### config.mk
export PLATFORM = sky130hd
export DESIGN_NAME = clk_div_glitchfree
export DESIGN_NICKNAME = d
export VERILOG_FILES = /design/src/rtl/clk_div_glitchfree.sv
export SDC_FILE = /design/constraint.sdc
export NUM_CORES = 1
export LEC_CHECK = 0
export BUFFER_PORTS_ARGS = -buffer_cell sky130_fd_sc_hd__buf_2
export CAP_MARGIN = 10
export CORE_MARGIN = 3
export CORE_UTILIZATION = 59
export DETAILED_ROUTE_END_ITERATION = 6
export GPL_ROUTABILITY_DRIVEN = 0
export MAX_ROUTING_LAYER = met4
export PLACE_DENSITY_LB_ADDON = 0.25
export SYNTH_ARGS = -nofsm -noshare
export SYNTH_HDL_FRONTEND = slang
export SYNTH_SLANG_ARGS = --single-unit
### constraint.sdc
create_clock -name i_ref_clk -period 4.5 [get_ports i_ref_clk]
set_clock_uncertainty 0.1 [all_clocks]
set_input_delay 0.45 -clock i_ref_clk [delete_from_list [all_inputs] [get_ports i_ref_clk]]
set_output_delay 0.45 -clock i_ref_clk [all_outputs]
set_load 0.02 [all_outputs]
### src/rtl/clk_div_glitchfree.sv
`default_nettype none
// ============================================================================
// Module  : clk_div_glitchfree
// Brief   : Runtime-ratio integer clock divider; ratio/enable changes land on
//           output-period boundaries only, so o_div_clk never produces a runt.
// Revision: 1.0  initial release
// ============================================================================
module clk_div_glitchfree #(
    parameter int DIV_W = 8
) (
    input  logic             i_ref_clk,
    input  logic             i_rst,
    input  logic             i_clk_en,
    input  logic [DIV_W-1:0] i_div_ratio,
    output logic             o_div_clk,
    output logic             o_tick,
    output logic             o_active
);

    localparam logic [0:0]       ST_IDLE = 1'b0;
    localparam logic [0:0]       ST_RUN  = 1'b1;
    localparam logic [DIV_W-1:0] C_ONE   = {{(DIV_W-1){1'b0}}, 1'b1};

    logic [0:0]       r_state;
    logic [DIV_W-1:0] r_cnt;
    logic [DIV_W-1:0] r_ratio;
    logic             r_div_clk;
    logic             r_tick;
    logic             r_active;

    logic [0:0]       w_state_nxt;
    logic [DIV_W-1:0] w_cnt_nxt;
    logic [DIV_W-1:0] w_ratio_nxt;
    logic             w_div_nxt;
    logic             w_tick_nxt;
    logic             w_active_nxt;

    logic             w_valid;
    logic [DIV_W-1:0] w_low;
    logic             w_last;
    logic [DIV_W-1:0] w_cnt_wrap;

    // Ratio >= 2 is equivalent to any bit above the LSB being set.
    assign w_valid    = i_clk_en && (i_div_ratio[DIV_W-1:1] != '0);
    assign w_low      = r_ratio >> 1;
    assign w_last     = (r_cnt == (r_ratio - C_ONE));
    assign w_cnt_wrap = w_last ? '0 : (r_cnt + C_ONE);

    always_ff @(posedge i_ref_clk) begin
        if (i_rst) begin
            r_state   <= ST_IDLE;
            r_cnt     <= '0;
            r_ratio   <= '0;
            r_div_clk <= 1'b0;
            r_tick    <= 1'b0;
            r_active  <= 1'b0;
        end else begin
            r_state   <= w_state_nxt;
            r_cnt     <= w_cnt_nxt;
            r_ratio   <= w_ratio_nxt;
            r_div_clk <= w_div_nxt;
            r_tick    <= w_tick_nxt;
            r_active  <= w_active_nxt;
        end
    end

    always_comb begin
        w_state_nxt  = r_state;
        w_cnt_nxt    = r_cnt;
        w_ratio_nxt  = r_ratio;
        w_div_nxt    = 1'b0;
        w_tick_nxt   = 1'b0;
        w_active_nxt = 1'b0;
        case (r_state)
            ST_IDLE: begin
                w_cnt_nxt = '0;
                if (w_valid) begin
                    w_ratio_nxt  = i_div_ratio;
                    w_state_nxt  = ST_RUN;
                    w_active_nxt = 1'b1;
                end
            end
            ST_RUN: begin
                w_cnt_nxt    = w_cnt_wrap;
                w_active_nxt = 1'b1;
                w_div_nxt    = (w_cnt_wrap >= w_low);
                w_tick_nxt   = (w_cnt_wrap == w_low);
                // At the boundary the wrapped count is 0, which is always in the
                // low phase for any new ratio, so a fresh ratio needs no special case.
                if (w_last) begin
                    if (w_valid) begin
                        w_ratio_nxt = i_div_ratio;
                    end else begin
                        w_state_nxt  = ST_IDLE;
                        w_active_nxt = 1'b0;
                        w_div_nxt    = 1'b0;
                        w_tick_nxt   = 1'b0;
                    end
                end
            end
            default: begin
                w_state_nxt = ST_IDLE;
                w_cnt_nxt   = '0;
            end
        endcase
    end

    assign o_div_clk = r_div_clk;
    assign o_tick    = r_tick;
    assign o_active  = r_active;

endmodule
`default_nettype wire

==> run_results.csv <==
group,metric,value,unit
run_status,status,"finished clean",
placed_design,dpl-instance-area,1570,um2
timing,finalMaxSlewViolations,0,
synthesis,synth_largest_area_cell,"dfxtp_1",
cells_and_area,nets,200,
cells_and_area,design_area,1600,um2
timing,post-route-min-period,3.76,ns
cts,numCtsBuffers,3,
synthesis,syn_nets,193,
synthesis,synth_common_cells,"dfxtp_1, nor2_1, ha_1, nor3b_1",
worst_setup_path,max_stage_delay,0.53,ns
power,sw_frac_of_total,0.324,
worst_setup_path,path_cells,"or4_4 -> o221a_1 -> a311o_1 -> o211a_1 -> or2_2 -> ha_1 -> nor2b_1 -> o21ai_0 -> a21oi_1 -> o211a_1 -> o32ai_2",
cts,cts.path.max_buffers,2,
synthesis,yosys-top-cells-area,"dfxtp_1, ha_1, or4b_2, o2111ai_1, xnor2_1",
power,seqPwrFrac,0.501,
power,intPower,0.254,mW
worst_setup_path,crit_path_end_kind,"flop",
synthesis,ys.flop_type,"dfxtp_1",
placed_design,dpl.hpwl,2520,um
timing,report.final.hold_viol_count,0,
cts,root_buffer,"clkbuf_4",
placed_design,portBuffers,13,
detailed_routing,route.detailed.wl_per_inst,16.4,um
timing,maxSlewHeadroom,0.553,
cells_and_area,diodes,0,
synthesis,synth_cell_types,49,
cts,clk-insertion-delay-late,0.30,ns
detailed_routing,drcViolationCount,0,
power,power_density,234,nW/um2
timing,tightest_slew,0.663,ns
cells_and_area,register_area,380,um2
floorplan,initial_core_util,0.659,
detailed_routing,route.vias.total,1376,
detailed_routing,firstDrtPassIters,4,
power,leakage,0.621,nW
floorplan,rows,17,
power,p_comb_frac,0.270,
floorplan,io_pins,14,
cts,cts_resized,0,
floorplan,core,2340,um2
worst_setup_path,worst_path_max_delay_cell,"or4_4",
synthesis,ys_seq_area_frac,0.247,
cells_and_area,area_growth,3.98,%
worst_setup_path,worstPathArrival,3.87,ns
synthesis,syn-cell-area,1540,um2
worst_setup_path,critPathLaunchType,"flop",
global_routing,grt_max_degree,27,
cts,cts.sinks,19,
floorplan,die_area,3260,um2
cts,holdBufCountCts,0,
min_path,hold_path.class,"primary input to flop",
synthesis,ys_ff_latch,19,
detailed_routing,ant_nets,0,
worst_setup_path,crit_fanout,18,
placed_design,dp_slack,0.854,ns
global_routing,overflow,0,
synthesis,yosys_warnings,0,
power,p_sw,0.122,mW
detailed_routing,first_iter_violations,75,
worst_setup_path,timing.critical_path.mode_cell,"o211a_1",
worst_setup_path,critPathKind,"flop to flop",
cells_and_area,multiInputGateArea,1050,um2
detailed_routing,routed_wl,3400,um
synthesis,netlist_instances,173,
synthesis,synth-edff-count,0,
cts,htreeDepth,1,
synthesis,synth.avg_cell_area,8.91,um2
global_routing,grt_antenna_before_repair,0,
synthesis,async_reset_ff_frac,0,
floorplan,die_y,57.1,um
cells_and_area,final_util,0.685,
power,vdd_drop_max,0.250,mV
timing,fin_setup_tns,0,ns
detailed_routing,viasPerCell,6.65,
worst_setup_path,critPathRequiredTime,4.61,ns
cells_and_area,num-fill-cells,205,
timing,setup_viol,0,
synthesis,synth_top_area_frac,0.247,
cts,post_cts_buffers,0,
timing,setup_ws,0.737,ns
power,pwr-share-clk,0.230,
run,max-cap-violations,0,
timing,fmax,0.266,GHz
floorplan,fp.dieW,57.1,um
global_routing,grt_pass1_wl,5670,um
cells_and_area,drive_above_1_share,0.212,
synthesis,yosysMostFrequentCell,"dfxtp_1",
timing,hold-worst-slack,0.460,ns
timing,finalCritPeriodShare,0.836,
timing,rsz0062_at_grt,"false",
global_routing,grtUsageTotal,0.220,
cts,cts_tree,"yes",
cts,clkSlewWorstSetupHoldPaths,0.11,ns
global_routing,first_global_vias,1294,
worst_setup_path,reg2reg_slack,0.74,ns
-- layout make-up --
| class | instances | share of cell area |
|---|---|---|
| inverter | 8 | 0.0187 |
| multi-input combinational | 133 | 0.655 |
| clock buffer | 3 | 0.0141 |
| sequential | 19 | 0.237 |
| timing repair buffer | 15 | 0.0500 |
| clock inverter | 1 | 0.00312 |
| tap | 28 | 0.0219 |
-- path summary, 6_finish.rpt --
path                                      from          to  cells after the start
worst max-delay path                r_ratio[2]   o_div_clk                     11
worst min-delay path            i_div_ratio[4]  r_ratio[4]                      3
worst max register to register      r_ratio[2]   o_div_clk                     11
worst min register to register      r_ratio[7]  r_ratio[7]                      2
-- worst max-delay path: cells and delay by family (launching register included) --
kind / cells / cell delay (ns)
AO/OA/AOI/OAI: 7 / 1.88
AND/OR/NAND/NOR: 3 / 0.97
adder cells (fa/ha/maj): 1 / 0.31
flip-flops: 1 / 0.41
-- power by group through the flow --
| stage | clock, mW | sequential, mW | combinational [mW] |
|---|---|---|---|
| 2_1_floorplan | 0 | 0.190 | 0.0780 |
| 3_3_place_gp | 0 | 0.191 | 0.0943 |
| 3_5_place_dp | 0 | 0.192 | 0.0979 |
| 4_1_cts | 0.0888 | 0.188 | 0.0988 |
| 5_1_grt | 0.0949 | 0.189 | 0.111 |
| 6_report | 0.0862 | 0.188 | 0.101 |
-- per-stage QoR --
step	power (mW)	instances
floorplan	0.268	173
global placement	0.286	202
detailed placement	0.290	202
CTS	0.376	206
global route	0.396	207
finish	0.376	207
-- cells in the final DEF, fill, tap and decap left out, types with 4 or more instances in the layout --
cell / netlist / layout
nor3_1: 4 / 4
o211ai_1: 8 / 8
xnor2_1: 8 / 8
xor2_1: 6 / 6
ha_1: 9 / 9
dfxtp_1: 19 / 19
o2111ai_1: 8 / 8
nand3b_1: 8 / 8
nor3b_1: 9 / 9
a21oi_1: 4 / 4
nand2_1: 5 / 5
buf_2: 0 / 13
inv_1: 8 / 8
nor3_2: 4 / 4
nor2_1: 11 / 11
or4b_2: 8 / 8
-- routing by layer --
metal | vias up | share of wire | global-route usage
met2 | 38 | 0.47 | 0.338
met5 | - | 0 | -
met1 | 664 | 0.48 | 0.297
met3 | 2 | 0.044 | 0.0475
li1 | 672 | - | -
met4 | 0 | 0.0041 | 0.0497
-- registers in the layout (all words and copies together), names as in the netlist --
register   flops
o_active       1
o_div_clk      1
o_tick         1
r_cnt          8
r_ratio        8
-- logic make-up (layout without fill, tap and decap cells) --
kind of cell | after synthesis | in the layout | share of synthesized area
compound gates | 38 | 38 | 0.199
xor+xnor | 14 | 14 | 0.0795
fa+ha+maj | 9 | 9 | 0.0731
buf+inv | 21 | 27 | 0.0771
flops | 19 | 19 | 0.247
mux | 1 | 1 | 0.00649
simple gates | 71 | 71 | 0.318
(Power assumes the default switching activity.)
